## config.mk

```make
export PLATFORM = sky130hd
export DESIGN_NAME = i2s_adc_receiver
export DESIGN_NICKNAME = d
export VERILOG_FILES = /design/src/rtl/audio_pkg.sv /design/src/rtl/sync_edge.sv /design/src/rtl/i2s_adc_receiver.sv
export SDC_FILE = /design/constraint.sdc
export NUM_CORES = 1
export LEC_CHECK = 0
export ABC_AREA = 1
export CAP_MARGIN = 10
export CORE_MARGIN = 5
export CORE_UTILIZATION = 45
export DETAILED_ROUTE_END_ITERATION = 8
export GPL_ROUTABILITY_DRIVEN = 1
export PLACE_DENSITY = 0.71
export SLEW_MARGIN = 30
export SYNTH_ARGS = -nofsm -noshare
export SYNTH_HDL_FRONTEND = slang
export SYNTH_SLANG_ARGS = --single-unit
```

## constraint.sdc

```tcl
create_clock -name clk -period 1.6 [get_ports clk]
set_clock_uncertainty 0.1 [all_clocks]
set_input_delay 0.32 -clock clk [delete_from_list [all_inputs] [get_ports clk]]
set_output_delay 0.32 -clock clk [all_outputs]
set_load 0.005 [all_outputs]
```

## src/rtl/audio_pkg.sv

```systemverilog
// Shared constants and types for the audio front-end serial paths.
package audio_pkg;

    localparam int DEF_DATA_WIDTH = 16;

    localparam logic LR_LEFT  = 1'b0;
    localparam logic LR_RIGHT = 1'b1;

    typedef enum logic [1:0] {
        SEEK  = 2'd0,
        DELAY = 2'd1,
        SHIFT = 2'd2,
        PAD   = 2'd3
    } i2s_state_t;

endpackage

```

## src/rtl/sync_edge.sv

```systemverilog
// Pin synchroniser: one edge-detected input plus WIDTH plain inputs, all sharing
// the same STAGES-deep flop chain so they stay aligned to each other.
module sync_edge #(
    parameter int WIDTH  = 1,
    parameter int STAGES = 2
) (
    input  logic             clk,
    input  logic             reset,
    input  logic             edge_in,
    input  logic [WIDTH-1:0] level_in,
    output logic [WIDTH-1:0] level_out,
    output logic             rise
);

    logic [WIDTH:0] chain [STAGES];
    logic           edge_prev;

    always_ff @(posedge clk or negedge reset) begin
        if (!reset) begin
            for (int i = 0; i < STAGES; i++) begin
                chain[i] <= '0;
            end
            edge_prev <= 1'b0;
        end else begin
            chain[0] <= {level_in, edge_in};
            for (int i = 1; i < STAGES; i++) begin
                chain[i] <= chain[i-1];
            end
            edge_prev <= chain[STAGES-1][0];
        end
    end

    assign level_out = chain[STAGES-1][WIDTH:1];
    assign rise      = chain[STAGES-1][0] & ~edge_prev;

endmodule

```

## src/rtl/i2s_adc_receiver.sv

```systemverilog
// I2S ADC record-path receiver: deserialises left/right words from the codec and
// hands complete pairs to the system clock domain through valid/ready.
//
// state | meaning
// SEEK  | unaligned; waiting for an LR 1->0 edge (start of a left word)
// DELAY | discard the single I2S delay bit, clear the bit counter
// SHIFT | shifting data bits in MSB first
// PAD   | word stored; ignoring trailing bits until the next LR edge
module i2s_adc_receiver
    import audio_pkg::*;
#(
    parameter int DATA_WIDTH  = DEF_DATA_WIDTH,
    parameter int SYNC_STAGES = 2
) (
    input  logic                  clk,
    input  logic                  reset,
    input  logic                  aud_bclk,
    input  logic                  aud_adclrck,
    input  logic                  aud_adcdat,
    output logic [DATA_WIDTH-1:0] sample_left,
    output logic [DATA_WIDTH-1:0] sample_right,
    output logic                  sample_valid,
    input  logic                  sample_ready,
    output logic                  overrun,
    output logic                  frame_err,
    input  logic                  clr_flags
);

    localparam int CW = $clog2(DATA_WIDTH + 1);

    logic [1:0]            pins_sync;
    logic                  bclk_rise;
    logic                  lr_s;
    logic                  dat_s;

    i2s_state_t            state;
    i2s_state_t            state_nxt;
    logic                  lr_prev;
    logic                  lr_edge;
    logic                  lr_fall;
    logic [CW-1:0]         bit_cnt;
    logic [DATA_WIDTH-1:0] shift_reg;
    logic [DATA_WIDTH-1:0] shift_nxt;
    logic [DATA_WIDTH-1:0] hold_left;
    logic [DATA_WIDTH-1:0] hold_right;
    logic                  chan;
    logic                  left_held;
    logic                  load_req;

    logic                  do_shift;
    logic                  word_done;
    logic                  short_word;
    logic                  enter_delay;
    logic                  clr_cnt;

    sync_edge #(
        .WIDTH  (2),
        .STAGES (SYNC_STAGES)
    ) u_sync (
        .clk       (clk),
        .reset     (reset),
        .edge_in   (aud_bclk),
        .level_in  ({aud_adcdat, aud_adclrck}),
        .level_out (pins_sync),
        .rise      (bclk_rise)
    );

    assign lr_s      = pins_sync[0];
    assign dat_s     = pins_sync[1];
    assign lr_edge   = bclk_rise && (lr_s != lr_prev);
    assign lr_fall   = lr_edge && (lr_s == LR_LEFT);
    assign shift_nxt = {shift_reg[DATA_WIDTH-2:0], dat_s};

    always_ff @(posedge clk or negedge reset) begin
        if (!reset) begin
            state <= SEEK;
        end else begin
            state <= state_nxt;
        end
    end

    always_comb begin
        state_nxt   = state;
        do_shift    = 1'b0;
        word_done   = 1'b0;
        short_word  = 1'b0;
        enter_delay = 1'b0;
        clr_cnt     = 1'b0;
        case (state)
            SEEK: begin
                if (lr_fall) begin
                    state_nxt   = DELAY;
                    enter_delay = 1'b1;
                end
            end
            DELAY: begin
                if (bclk_rise) begin
                    state_nxt = SHIFT;
                    clr_cnt   = 1'b1;
                end
            end
            SHIFT: begin
                // An LR edge here means the codec word was shorter than DATA_WIDTH.
                if (lr_edge) begin
                    short_word = 1'b1;
                    if (lr_fall) begin
                        state_nxt   = DELAY;
                        enter_delay = 1'b1;
                    end else begin
                        state_nxt = SEEK;
                    end
                end else if (bclk_rise) begin
                    do_shift = 1'b1;
                    if (bit_cnt == CW'(DATA_WIDTH - 1)) begin
                        word_done = 1'b1;
                        state_nxt = PAD;
                    end
                end
            end
            PAD: begin
                if (lr_edge) begin
                    state_nxt   = DELAY;
                    enter_delay = 1'b1;
                end
            end
            default: state_nxt = SEEK;
        endcase
    end

    always_ff @(posedge clk or negedge reset) begin
        if (!reset) begin
            lr_prev    <= 1'b0;
            chan       <= LR_LEFT;
            bit_cnt    <= '0;
            shift_reg  <= '0;
            hold_left  <= '0;
            hold_right <= '0;
            left_held  <= 1'b0;
            load_req   <= 1'b0;
        end else begin
            load_req <= 1'b0;
            if (bclk_rise) begin
                lr_prev <= lr_s;
            end
            if (enter_delay) begin
                chan <= lr_s;
            end
            if (clr_cnt) begin
                bit_cnt <= '0;
            end else if (do_shift) begin
                bit_cnt <= bit_cnt + CW'(1);
            end
            if (do_shift) begin
                shift_reg <= shift_nxt;
            end
            if (short_word) begin
                left_held <= 1'b0;
            end
            if (word_done) begin
                if (chan == LR_LEFT) begin
                    hold_left <= shift_nxt;
                    left_held <= 1'b1;
                end else begin
                    hold_right <= shift_nxt;
                    left_held  <= 1'b0;
                    load_req   <= left_held;
                end
            end
        end
    end

    always_ff @(posedge clk or negedge reset) begin
        if (!reset) begin
            sample_left  <= '0;
            sample_right <= '0;
            sample_valid <= 1'b0;
            overrun      <= 1'b0;
            frame_err    <= 1'b0;
        end else begin
            if (load_req) begin
                if (!sample_valid || sample_ready) begin
                    sample_left  <= hold_left;
                    sample_right <= hold_right;
                    sample_valid <= 1'b1;
                end
            end else if (sample_valid && sample_ready) begin
                sample_valid <= 1'b0;
            end
            overrun   <= (load_req && sample_valid && !sample_ready) || (overrun && !clr_flags);
            frame_err <= short_word || (frame_err && !clr_flags);
        end
    end

endmodule

```

==> summary.md <==
| Metric | Value |
|---|---|
| Cell count after synthesis | 378 |
| Worst Hold End | u_sync.level_out[1] |
| Seq/Total Area, Yosys | 61.82% |
| Slew HR | between 70% and 80% |
| Critical Path Fanout Max | 9 |
| Final hold vios | 0 |
| Critical path class | reg -> reg |
| Final setup vio count | 36 |
| Crit. path cell count | 10 |
| Hold Path Stages | 0 |
| Async SR Flop Fraction | 100.0% |
| Top-area cell type share of the netlist area | 61.82% |
| Synth cell types | 27 |
| Slew Limit Fails | 0 |
| Synthesized Nets | between 300 and 400 |
| Initial antenna violation count | 0 |
| Maximum clock path buffer count | 2 |
| Crit path DAT | 1.97 ns |
| Main synth FF type | dfrtp_1 |
| Count leader, synth | nand2_1 |
| Die H | 104.8 um |
| Top cells by count, synth | nand2_1, dfrtp_1, nand3_1 |
| Die area | approximately 11000 um2 |
| Launching element type of the critical path | flop |
| Total core area | 8763 um2 |
| Clock slew at reported path FFs | roughly 0.09 ns |
| Chip Width | 104.8 um |
| Syn Std Cell Area | between 4000 and 5000 um2 |
| Tightest Pin Transition | around 0.42 ns |
| CTS tree | yes |
| Antenna-violating nets left | 0 |
| Hold Slack | about 0.26 ns |
| R2R depth | 10 |
| Vias per cell | 5.160 |
| PortBufs | between 40 and 50 |
| Share of layout cells above drive strength 1 | between 30 and 40% |
| Req. time, crit path | 1.81 ns |
| Status | finished with violations |
| Reg2reg start | bit_cnt[0] |
| CP dominant cell by count | ha_2 |
| Unrepaired setup endpoints after global routing | yes |
| Pwr per Cell Area | a little under 1000 nW/um2 |
| Pin count of the biggest net entering global routing | 37 |
| Tmin final | 1.760 ns |
| H-tree lvl count | 3 |
| Max Freq | around 570 MHz |
| RePlAce Congestion | 0.8622 |
| Slowest CP cell | dfrtp_1 |
| Yosys warns | 0 |
| CP bufs+invs | 3 |
| Maximum vdd drop | about 0.00047 V |
| Global-route wire length before repair | 14.43 mm |
| Crit-path cells | ha_2, nand2_2, nor2_2, ha_2, inv_4, nor2_8, buf_12, clkbuf_16, nand3_1, nand2_1 |
| Synth top area cells | dfrtp_1, nand2_1, mux2_2 |
| Number of synthesized flops with an enable pin | 0 |
| Worst hold start | u_sync.chain[5] |
| CTS buffer count | 9 |
| Root Driver | clkbuf_8 |
| Sink Count | 100 |
| Largest delay share family, worst path | simple AND/OR/NAND/NOR gates |
| Post-Route WL | 8.739 mm |
| Final Worst Setup Slack | -0.1597 ns |
| All-Layer GR Usage | between 15 and 20% |
| Nature of the critical path endpoint | flop |
| LEAKAGE | between 2 and 3 nW |
| Failing checks | setup timing |
| FF+latch count, synth | 100 |
| Antenna diode count | 0 |
| Global route total overflow | 0 |
| Post-DP HPWL | just over 5 mm |
| Drt wl/cell | about 15 um |
| Largest area contributor in the netlist | dfrtp_1 |
| Final nets | 470 |
| Vias | about 3000 |
| Crit share post-route | 110.0% |
| R2r endpoint | hold_left[10] |
| Final core utilization | about three fifths |
| HP Class | reg -> reg |
| Worst-skew pair later-pin latency | about 0.37 ns |
| I/O pin cnt | 42 |
| Max-cap violations | 0 |
| Row count | 34 |
| Crit-path max cell delay | about 0.38 ns |
| Pre-antenna DRT Iters | 5 |
| Area Overhead vs Synth | 31.75% |
| Reg2Reg Setup Slack | -0.16 ns |
| DRC | 0 |
| DR iter-0 viols | 62 |
| Vias in the first global route | roughly 3100 |
| Starting Density | 46.19% |
| Mean Syn Cell Area | 10.71 um2 |
==> kinds of logic after synthesis <==
kind of cell | after synthesis | synth area share, %
muxes | 32 | 8.903
and+or+nand+nor | 181 | 19.35
xor gates and xnor gates | 1 | 0.2164
DFF | 100 | 61.82
AOI/OAI and AO/OA | 18 | 2.535
buffers and inverters | 39 | 5.008
adders and majority gates | 7 | 2.164
==> final cells by class <==
| class | instances | area [um2] |
|---|---|---|
| inverters | 24 | 105.1 |
| repair buffers | 78 | 794.5 |
| flip-flops and latches | 100 | 2502 |
| multi-input cells | 243 | 1597 |
| fillers | 704 | 3431 |
| well taps | 108 | 135.1 |
| clock buffers | 9 | 123.9 |
| clock inverters | 7 | 75.07 |
==> stage by stage <==
step | instance area (um2) | instances | setup TNS [ns] | setup WS (ns) | power (mW)
after global routing | 5333 | 569 | -7.025 | -0.2745 | 5.514
after CTS | 5072 | 562 | -1.846 | -0.08411 | 5.159
final | 5333 | 569 | -3.141 | -0.1597 | 5.249
after detailed placement | 4696 | 532 | -5.950 | -0.1451 | 3.440
after global placement | 4696 | 532 | -3.743 | -0.1159 | 3.395
after floorplan | 4050 | 378 | -0.1327 | -0.008711 | 3.118
==> timing repair <==
item                                   in CTS  in global routing
endpoints found under the hold margin      22                  0
buffers inserted                            9                  3
gates cloned                                4                  4
setup endpoints to repair                  77                 52
hold buffers                                1                  0
pin swaps                                  13                 15
gates resized for setup                    60                 42
==> placed cells by master, fill, tap and decap left out, drive strengths merged <==
| master | n |
|---|---|
| nand3 | 38 |
| o21ai | 10 |
| a21oi | 3 |
| clkbuf | 12 |
| clkinv | 3 |
| inv | 24 |
| mux2 | 32 |
| a31oi | 1 |
| buf | 34 |
| dlygate4sd2 | 35 |
| bufinv | 1 |
| clkdlybuf4s50 | 5 |
| nand2 | 139 |
| clkinvlp | 3 |
| o22ai | 2 |
| dlygate4sd3 | 1 |
| ha | 7 |
| dfrtp | 100 |
| xor2 | 1 |
| o21bai | 2 |
| nor2 | 8 |
==> worst register-to-register path: stages, from the launching register on <==
cell and delay, ns:
dfrtp_1 0.38, ha_2 0.19, nand2_2 0.07, nor2_2 0.09
ha_2 0.20, inv_4 0.05, nor2_8 0.13, buf_12 0.16
clkbuf_16 0.16, nand3_1 0.10, nand2_1 0.09
==> per-layer routing <==
metal | global-route usage (%) | share of wire, % | up-vias | wire, um
met4 | 8.128 | 2.5 | 0 | 219
met2 | 26.12 | 51 | 69 | 4445
met3 | 3.268 | 4.7 | 18 | 410
met1 | 20.41 | 42 | 1473 | 3662
li1 | - | - | 1376 | -
met5 | 0 | 0 | - | 0
==> power breakdown <==
part | switching (mW) | leakage [nW] | total, mW | internal [mW]
Combinational | 0.627 | 1.43 | 0.971 | 0.345
Sequential | 0.0644 | 1.37 | 2.66 | 2.60
Clock | 0.887 | 0.0923 | 1.62 | 0.730
Total | 1.58 | 2.90 | 5.25 | 3.67
==> how the worst max path moves through the flow <==
stage                 startpoint              end  slack, ns
floorplan               state[0]   hold_right[10]     -0.009
global placement    sample_ready  sample_right[3]      -0.12
detailed placement  sample_ready  sample_left[13]      -0.15
CTS                   bit_cnt[0]    hold_right[6]      -0.08
global route          bit_cnt[0]    hold_left[10]      -0.27
finish                bit_cnt[0]    hold_left[10]      -0.16
Note: power is estimated with default switching activity, not from simulation.
